--- src/rtl/uart_rx_if.sv ---
// Receive-side bundle between the baud generator / serial line / consumer and uart_rx.
// The parity_err signal exists only when UART_RX_PARITY_EN is defined.
interface uart_rx_if #(
    parameter int DATA_BITS = 8
);
    logic                 clken;
    logic                 rx;
    logic                 rdy_clr;
    logic [DATA_BITS-1:0] data;
    logic                 rdy;
    logic                 frame_err;
    logic                 overrun;
`ifdef UART_RX_PARITY_EN
    logic                 parity_err;
`endif

    modport master (
        output clken, rx, rdy_clr,
`ifdef UART_RX_PARITY_EN
        input  parity_err,
`endif
        input  data, rdy, frame_err, overrun
    );

    modport slave (
        input  clken, rx, rdy_clr,
`ifdef UART_RX_PARITY_EN
        output parity_err,
`endif
        output data, rdy, frame_err, overrun
    );
endinterface

--- src/rtl/uart_rx.sv ---
// 16x-oversampled UART receiver with sticky ready, framing and overrun flags.
// Optional even parity checking is enabled by defining UART_RX_PARITY_EN.
module uart_rx #(
    parameter int DATA_BITS  = 8,
    parameter int OVERSAMPLE = 16
) (
    input  logic     clk_50m,
    input  logic     rst,
    uart_rx_if.slave bus
);
    localparam int SW = $clog2(OVERSAMPLE);
    localparam int BW = (DATA_BITS > 1) ? $clog2(DATA_BITS) : 1;
    localparam logic [SW-1:0] S_MID  = SW'(OVERSAMPLE / 2 - 1);
    localparam logic [SW-1:0] S_LAST = SW'(OVERSAMPLE - 1);
    localparam logic [SW-1:0] S_ONE  = SW'(1);
    localparam logic [BW-1:0] B_LAST = BW'(DATA_BITS - 1);
    localparam logic [BW-1:0] B_ONE  = BW'(1);

    typedef enum logic [2:0] {
        IDLE,
        START,
        DATA,
`ifdef UART_RX_PARITY_EN
        PARITY,
`endif
        STOP
    } state_t;

    state_t               state_q, state_d;
    logic [SW-1:0]        sample_q, sample_d;
    logic [BW-1:0]        bitpos_q, bitpos_d;
    logic [DATA_BITS-1:0] shreg_q, shreg_d;
    logic [DATA_BITS-1:0] data_q, data_d;
    logic                 rdy_q, rdy_d;
    logic                 ferr_q, ferr_d;
    logic                 ovr_q, ovr_d;
    logic                 armed_q, armed_d;
    logic                 rx_q1, rx_q2;
    logic                 rx_s;
`ifdef UART_RX_PARITY_EN
    logic                 par_q, par_d;
    logic                 perr_q, perr_d;
`endif

    // Two-flop synchroniser; reset high so a reset never looks like a start edge.
    always_ff @(posedge clk_50m or posedge rst) begin
        if (rst) begin
            rx_q1 <= 1'b1;
            rx_q2 <= 1'b1;
        end else begin
            rx_q1 <= bus.rx;
            rx_q2 <= rx_q1;
        end
    end
    assign rx_s = rx_q2;

    always_ff @(posedge clk_50m or posedge rst) begin
        if (rst) begin
            state_q  <= IDLE;
            sample_q <= '0;
            bitpos_q <= '0;
            shreg_q  <= '0;
            data_q   <= '0;
            rdy_q    <= 1'b0;
            ferr_q   <= 1'b0;
            ovr_q    <= 1'b0;
            armed_q  <= 1'b0;
`ifdef UART_RX_PARITY_EN
            par_q    <= 1'b0;
            perr_q   <= 1'b0;
`endif
        end else begin
            state_q  <= state_d;
            sample_q <= sample_d;
            bitpos_q <= bitpos_d;
            shreg_q  <= shreg_d;
            data_q   <= data_d;
            rdy_q    <= rdy_d;
            ferr_q   <= ferr_d;
            ovr_q    <= ovr_d;
            armed_q  <= armed_d;
`ifdef UART_RX_PARITY_EN
            par_q    <= par_d;
            perr_q   <= perr_d;
`endif
        end
    end

    always_comb begin
        state_d  = state_q;
        sample_d = sample_q;
        bitpos_d = bitpos_q;
        shreg_d  = shreg_q;
        data_d   = data_q;
        rdy_d    = rdy_q;
        ferr_d   = ferr_q;
        ovr_d    = ovr_q;
        armed_d  = armed_q;
`ifdef UART_RX_PARITY_EN
        par_d    = par_q;
        perr_d   = perr_q;
`endif
        // Acknowledge acts on any cycle; a byte completing below overrides it.
        if (bus.rdy_clr) begin
            rdy_d = 1'b0;
            ovr_d = 1'b0;
        end
        if (bus.clken) begin
            case (state_q)
                IDLE: begin
                    // A start needs a high level seen first, so a held break is not re-read.
                    if (rx_s) begin
                        armed_d = 1'b1;
                    end else if (armed_q) begin
                        state_d  = START;
                        sample_d = '0;
                        armed_d  = 1'b0;
                    end
                end
                START: begin
                    if (sample_q == S_MID) begin
                        if (!rx_s) begin
                            state_d  = DATA;
                            sample_d = '0;
                            bitpos_d = '0;
                        end else begin
                            state_d = IDLE;
                        end
                    end else begin
                        sample_d = sample_q + S_ONE;
                    end
                end
                DATA: begin
                    if (sample_q == S_LAST) begin
                        shreg_d  = {rx_s, shreg_q[DATA_BITS-1:1]};
                        sample_d = '0;
                        if (bitpos_q == B_LAST) begin
                            bitpos_d = '0;
`ifdef UART_RX_PARITY_EN
                            state_d  = PARITY;
`else
                            state_d  = STOP;
`endif
                        end else begin
                            bitpos_d = bitpos_q + B_ONE;
                        end
                    end else begin
                        sample_d = sample_q + S_ONE;
                    end
                end
`ifdef UART_RX_PARITY_EN
                PARITY: begin
                    if (sample_q == S_LAST) begin
                        par_d    = rx_s;
                        sample_d = '0;
                        state_d  = STOP;
                    end else begin
                        sample_d = sample_q + S_ONE;
                    end
                end
`endif
                STOP: begin
                    if (sample_q == S_LAST) begin
                        sample_d = '0;
                        state_d  = IDLE;
                        if (rx_s) begin
                            data_d = shreg_q;
                            rdy_d  = 1'b1;
                            ferr_d = 1'b0;
                            if (rdy_q && !bus.rdy_clr) ovr_d = 1'b1;
`ifdef UART_RX_PARITY_EN
                            perr_d = par_q ^ (^shreg_q);
`endif
                        end else begin
                            ferr_d = 1'b1;
                        end
                    end else begin
                        sample_d = sample_q + S_ONE;
                    end
                end
                default: state_d = IDLE;
            endcase
        end
    end

    assign bus.data      = data_q;
    assign bus.rdy       = rdy_q;
    assign bus.frame_err = ferr_q;
    assign bus.overrun   = ovr_q;
`ifdef UART_RX_PARITY_EN
    assign bus.parity_err = perr_q;
`endif
endmodule
--- src/flat_wrapper.sv ---
// flat-port wrapper written by rule: the top's interface ports become plain ports
module uart_rx_flat 
#(
    parameter int DATA_BITS  = 8,
    parameter int OVERSAMPLE = 16
)
  (clk_50m, rst, bus_clken, bus_rx, bus_rdy_clr, bus_data, bus_rdy, bus_frame_err, bus_overrun);
  uart_rx_if #(.DATA_BITS(DATA_BITS)) bus_i ();
  input  logic clk_50m;
  input  logic rst;
  input wire logic [$bits(bus_i.clken)-1:0] bus_clken;
  input wire logic [$bits(bus_i.rx)-1:0] bus_rx;
  input wire logic [$bits(bus_i.rdy_clr)-1:0] bus_rdy_clr;
  output wire logic [$bits(bus_i.data)-1:0] bus_data;
  output wire logic [$bits(bus_i.rdy)-1:0] bus_rdy;
  output wire logic [$bits(bus_i.frame_err)-1:0] bus_frame_err;
  output wire logic [$bits(bus_i.overrun)-1:0] bus_overrun;
  assign bus_i.clken = bus_clken;
  assign bus_i.rx = bus_rx;
  assign bus_i.rdy_clr = bus_rdy_clr;
  assign bus_data = bus_i.data;
  assign bus_rdy = bus_i.rdy;
  assign bus_frame_err = bus_i.frame_err;
  assign bus_overrun = bus_i.overrun;
  uart_rx #(.DATA_BITS(DATA_BITS), .OVERSAMPLE(OVERSAMPLE)) u_core (.clk_50m(clk_50m), .rst(rst), .bus(bus_i));
endmodule
--- config.mk ---
export PLATFORM = sky130hd
export DESIGN_NAME = uart_rx_flat
export DESIGN_NICKNAME = d
export VERILOG_FILES = /design/src/rtl/uart_rx_if.sv /design/src/rtl/uart_rx.sv /design/src/flat_wrapper.sv
export SDC_FILE = /design/constraint.sdc
export NUM_CORES = 1
export LEC_CHECK = 0
export CAP_MARGIN = 15
export CORE_ASPECT_RATIO = 2
export CORE_MARGIN = 2
export CORE_UTILIZATION = 25
export CTS_CLUSTER_DIAMETER = 200
export CTS_CLUSTER_SIZE = 20
export DETAILED_ROUTE_END_ITERATION = 12
export GPL_TIMING_DRIVEN = 0
export SYNTH_ARGS = -nofsm -noshare
export SYNTH_HDL_FRONTEND = slang
export SYNTH_SLANG_ARGS = --single-unit
--- constraint.sdc ---
create_clock -name clk_50m -period 1.6 [get_ports clk_50m]
set_input_delay 0.48 -clock clk_50m [delete_from_list [all_inputs] [get_ports clk_50m]]
set_output_delay 0.48 -clock clk_50m [all_outputs]
set_load 0.05 [all_outputs]
==> impl_metrics.tcl, run 1 <==
set metrics [dict create \
    status "finished clean" \
    ys_async_sr_fraction_pct 100 \
    worst_slew_margin_rel_pct 55.8 \
    worst_hold_path_type "flip-flop to flip-flop" \
    mostFrequentLayoutCell "dfrtp_1" \
    top_library_cells_by_usage_in_the_layout_fill_and_taps_aside "29 x dfrtp_1, 16 x mux2_4, 11 x clkdlybuf4s15_2" \
    core_area_um2 5420 \
    synthToLayoutAreaGrowth_pct 33.9 \
    power.ir.vdd_worst_v 0.000781 \
    cp_cell_sequence "ha_4 > nand4_4 > nor3b_4 > buf_6 > mux2_4" \
    required_time_worst_endpoint_ns 1.76 \
    fin_nets 139 \
    initial_antenna_violation_count 0 \
    die-area_um2 6270 \
    cts_buf_count 5 \
    port_buffers 14 \
    post_synth_edffs 0 \
    drc_errors 0 \
    fill_cells 562 \
    timing.clock.skew_ns 0.00411 \
    syn-cell-area_um2 1410 \
    final-max-slew-violation-count 0 \
    site_row_count 38 \
    drive_gt1_share_pct 46.2 \
    dr.pass1.iters 4 \
    timing.hold.ws_ns 0.363 \
    cellLeakagePower_nw 0.873 \
    synth_area_leader_cell "dfrtp_1" \
    finalCriticalPeriod_ns 1.59 \
    initial_utilization_pct 25.9 \
    synth_area_leaders "dfrtp_1 52%, mux2_1 9.6%, mux2_4 7.5%" \
    route.final.wire_length_um 2750 \
    met2WireLength_um 1540 \
    globalplace.congestion 0.785 \
    overflow 0 \
    seq_area_frac_synth_pct 55.4 \
    yosys.area.top_type_share_pct 51.6 \
    die_height_um 110 \
    power_per_cell_area_nw_per_um2 1190 \
    maximum_number_of_pins_on_one_net_before_global_route_repair 32 \
    grtUsageTotal_pct 9.74 \
    clock_tree_from_tritoncts "built" \
    dp.final_hpwl_um 1880 \
    detail_route.iter0.violations 14 \
    cp_slowest_cell "dfrtp_1" \
    layout.core_utilization_pct 34.7 \
    clock_tree.buffer_depth 2 \
    setup.worst_path.end_class "flip-flop" \
    placed_cells 175 \
    yosys_most_used_dff "dfrtp_1" \
    met1Wirelength_um 1080 \
    route.top_layer_used "met4" \
    rsz0062_at_grt "yes" \
    syn-num-nets 109 \
    h-tree-depth 2 \
    setup_viol 0 \
    clkLatencyLatePin_ns 0.28 \
    postSynthAreaPerCell_um2 13.9 \
    p_total_mw 2.23 \
    ys_ff_latch 31 \
    yosys_warnings 0 \
    path_clk_slew_ns 0.06 \
    finalHoldViolations 0 \
    fmaxAchievable_mhz 628 \
    max_cap_viol_count 0 \
    diodes 0 \
    crit_type "flip-flop to flip-flop" \
    wl_per_cell_um 14.3 \
    synth_cell_type_count 32 \
    worst_setup_path_start_kind "flip-flop" \
    io_pins 16 \
    grt_pass1_vias 961 \
    critical_path_arrival_ns 1.75 \
    seq_area_um2 778 \
    dieWidth_um 57.0 \
    critical_path.max_fanout 5 \
    detailroute.wirelength.met3_um 54 \
    via_count 880 \
    final_instance_count_excl_fillers 192 \
    grt_first_pass_wirelength_um 4580 \
    synthesized_netlist_cell_count 101 \
    timing.critical_path.slowest_cell_delay_ns 0.40 \
    drt.antenna.violating_nets 0 \
    worst-slew-pin-transition_ns 0.662 \
    detail_route.vias_per_cell 4.58 \
    root_buffer "clkbuf_8" \
    multiInputGateArea_um2 638 \
    fin_crit_sh_pct 99.6 \
    cts_hold_repair.buffers 0 \
    clkSinkCount 31 \
]
-- logic make-up after synthesis --
kind of cell	share of synthesized area [%]
DFF	55.4
and+or+nand+nor	9.80
muxes	18.7
AOI/OAI and AO/OA	9.35
buffers and inverters	4.10
adders and majority gates	2.67
-- repair_timing --
item	4_1_cts	5_1_grt
buffers inserted	5	3
gates resized for setup	40	13
hold endpoints to repair	0	0
cloned	1	0
pin swaps	4	4
setup endpoints to repair	59	18
-- state kept, by name, indices dropped and copies added (netlist names) --
register	cells
u_core.bus.data	8
u_core.shreg_q	8
u_core.sample_q	4
u_core.bitpos_q	3
u_core.state_q	2
u_core.armed_q	1
u_core.bus.frame_err	1
u_core.bus.overrun	1
u_core.bus.rdy	1
u_core.rx_q1	1
u_core.rx_q2	1
-- critical path: cells and delay by family, from the launching register on --
| kind | cells | cell delay (ns) |
|---|---|---|
| mux | 1 | 0.30 |
| simple gates | 2 | 0.42 |
| fa+ha+maj | 1 | 0.18 |
| flops | 1 | 0.40 |
| buf+inv | 1 | 0.17 |
-- routing by layer --
layer	GRT usage (%)	vias up
met3	2.10	5
met4	6.48	0
met5	0	-
met2	17.8	11
met1	9.57	441
li1	-	423
-- final timing paths --
kind / from / to / slack [ns] / depth (start not counted)
worst max-delay path: u_core.sample_q[0] / u_core.shreg_q[6] / 0.007 / 5
worst min-delay path: u_core.rx_q1 / u_core.rx_q2 / 0.36 / 0
worst max register to register: u_core.sample_q[0] / u_core.shreg_q[6] / 0.007 / 5
worst min register to register: u_core.rx_q1 / u_core.rx_q2 / 0.36 / 0
max in group asynchronous: rst / u_core.rx_q1 / 0.58 / 2
min in group asynchronous: rst / u_core.bus.data[7] / 0.64 / 2
-- layout make-up --
type	instances	area share, %
tap	60	3.99
clock buffer	8	5.32
inverter	3	0.798
timing repair buffer	23	12.0
sequential	31	41.4
buffer	5	2.66
multi-input combinational	62	33.9
-- stage by stage --
| stage | instance area (um^2) | TNS (ns) | worst slack, ns |
|---|---|---|---|
| 6_report | 1880 | 0 | 0.00713 |
| 5_1_grt | 1880 | -0.946 | -0.0769 |
| 4_1_cts | 1810 | 0 | 0.000250 |
| 3_5_place_dp | 1620 | -10.91 | -0.311 |
| 3_3_place_gp | 1620 | -7.54 | -0.219 |
| 2_1_floorplan | 1410 | 0 | 0.0475 |
-- Yosys cell counts (3+ instances only) --
library cell  number
inv_1              3
mux2_1            12
nor2_1             4
nand2_1            3
nand2b_1           3
dfrtp_1           29
ha_1               3
o21ai_1            3
nand3_1            3
a22o_1             4
buf_6              3
mux2_4             7
-- power breakdown --
group / internal [mW] / switching [mW] / total, mW
clock: 0.392 / 0.269 / 0.661
sequential: 0.870 / 0.0700 / 0.940
combinational: 0.325 / 0.306 / 0.631
total: 1.59 / 0.645 / 2.23
Note: power is estimated with default switching activity, not from simulation.
==> run 2, diff against run 1 <==
Settings changed: SETUP_SLACK_MARGIN set to 0.05.
Clock period 1.6 ns to 2 ns, I/O delays scaled along.
==> run 2 against run 1 <==
  * First-iteration DRC count shrank 29%
  * Final area decreased by 7.8%
  * Critical path type is now flip-flop to output pin
  * Worst setup slack gained 0.21 ns
  * Largest cell class unchanged
==> impl_metrics.tcl, run 2 (synthesis gave the netlist of run 1 again) <==
set metrics [dict create \
    core_area_um2 5420 \
    maximum_number_of_pins_on_one_net_before_global_route_repair 32 \
    diodes 0 \
    worst-slew-pin-transition_ns 0.534 \
    dr.pass1.iters 4 \
    detail_route.vias_per_cell 4.57 \
    grt_pass1_vias 929 \
    clkSinkCount 31 \
    site_row_count 38 \
    setup.worst_path.end_class "output pin" \
    drive_gt1_share_pct 23.4 \
    wl_per_cell_um 13.6 \
    final-max-slew-violation-count 0 \
    fill_cells 578 \
    ctsResizeCount 11 \
    crit_family "buffers and inverters" \
    clkPwrFrac_pct 31.3 \
    p_total_mw 1.68 \
    p_comb_share_pct 24.5 \
    fin_crit_sh_pct 89.1 \
    timing.rr.start "u_core.sample_q[0]" \
    globalplace.congestion 0.785 \
    cts_buf_count 5 \
    io_pins 16 \
    path_clk_slew_ns 0.06 \
    root_buffer "clkbuf_8" \
    die_height_um 110 \
    critical_path.max_fanout 2 \
    final_design_area_no_fill_um2 1730 \
    via_count 841 \
    synthToLayoutAreaGrowth_pct 23.4 \
    overflow 0 \
    swShare_pct 28.0 \
    h-tree-depth 2 \
    power.ir.vdd_worst_v 0.000622 \
    critical_path_arrival_ns 1.18 \
    fmaxAchievable_mhz 561 \
    fin_nets 131 \
    port_buffers 14 \
    cellLeakagePower_nw 0.883 \
    dieWidth_um 57.0 \
    crit_type "flip-flop to output pin" \
    hold_path.startpoint "u_core.rx_q1" \
    max_cap_viol_count 0 \
    die-area_um2 6270 \
    mostFrequentLayoutCell "dfrtp_1" \
    top_library_cells_by_usage_in_the_layout_fill_and_taps_aside "29 x dfrtp_1, 12 x mux2_1, 11 x dlygate4sd2_1" \
    initial_antenna_violation_count 0 \
    worst_setup_path_start_kind "flip-flop" \
    power.switching_mw 0.470 \
    detailed_place.area_um2 1620 \
    clock_tree_from_tritoncts "built" \
    worstSetupStartpoint "u_core.bus.frame_err" \
    timing.critical_path.slowest_cell_delay_ns 0.53 \
    detail_route.iter0.violations 10 \
    clock_tree.buffer_depth 2 \
    drc_errors 0 \
    cp_cell_sequence "dlygate4sd2_1" \
    route.final.wire_length_um 2500 \
    worst_slew_margin_rel_pct 64.4 \
    internal_power_mw 1.21 \
    cp_slowest_cell "dlygate4sd2_1" \
    initial_utilization_pct 25.9 \
    layout.core_utilization_pct 32.0 \
    finalCriticalPeriod_ns 1.78 \
    setup_viol 0 \
    status "finished clean" \
    power_per_cell_area_nw_per_um2 969 \
    grtUsageTotal_pct 9.23 \
    cts_setup_buffers 0 \
    dp.final_hpwl_um 1880 \
    required_time_worst_endpoint_ns 1.40 \
    cts_hold_repair.buffers 0 \
    pwr-share-seq_pct 44.3 \
    finalHoldViolations 0 \
    critical_path_buf_inv_count 1 \
    drt.antenna.violating_nets 0 \
    timing.clock.skew_ns 0.00368 \
    worst_hold_path_type "flip-flop to flip-flop" \
    rsz0062_at_grt "no" \
    grt_first_pass_wirelength_um 4360 \
    clkLatencyLatePin_ns 0.27 \
]
-- run 2: cell type report --
| cell class | instances | area (um^2) | area share [%] |
|---|---|---|---|
| clock buffer | 8 | 100 | 5.77 |
| buffer | 5 | 46.3 | 2.67 |
| sequential | 31 | 778 | 44.9 |
| tap | 60 | 75.1 | 4.33 |
| multi-input combinational | 62 | 569 | 32.8 |
| timing repair buffer | 15 | 154 | 8.87 |
| inverter | 3 | 11.3 | 0.649 |
-- run 2: power groups by stage --
| stage | Combinational [mW] | Clock, mW | Sequential [mW] |
|---|---|---|---|
| 2_1_floorplan | 0.338 | 0 | 0.744 |
| 3_3_place_gp | 0.386 | 0 | 0.752 |
| 3_5_place_dp | 0.405 | 0 | 0.756 |
| 4_1_cts | 0.409 | 0.548 | 0.745 |
| 5_1_grt | 0.465 | 0.569 | 0.751 |
| 6_report | 0.411 | 0.526 | 0.744 |
-- run 2: path summary, 6_finish.rpt --
kind | end | slack, ns | cells past startpoint
min in group asynchronous | u_core.bus.data[7] | 0.66 | 2
min reg2reg | u_core.rx_q2 | 0.36 | 0
max | bus_frame_err | 0.22 | 1
max reg2reg | u_core.shreg_q[0] | 0.28 | 5
max in group asynchronous | u_core.rx_q1 | 0.77 | 3
min | u_core.rx_q2 | 0.36 | 0
-- run 2: per-stage QoR --
stage / TNS, ns / setup WS (ns) / hold slack, ns / std cells
5_1_grt: 0 / 0.150 / 0.366 / 184
6_report: 0 / 0.218 / 0.363 / 184
4_1_cts: 0 / 0.206 / 0.364 / 183
3_3_place_gp: 0 / 0.0614 / 0.346 / 175
3_5_place_dp: -0.840 / -0.0312 / 0.356 / 175
2_1_floorplan: 0 / 0.421 / 0.345 / 101
-- run 2: per-layer routing --
layer	up-vias	global-route usage (%)	share of wire [%]
li1	402	-	-
met1	423	9.12	38
met2	11	16.6	57
met3	5	2.10	2.0
met4	0	6.48	3.3
met5	-	0	0
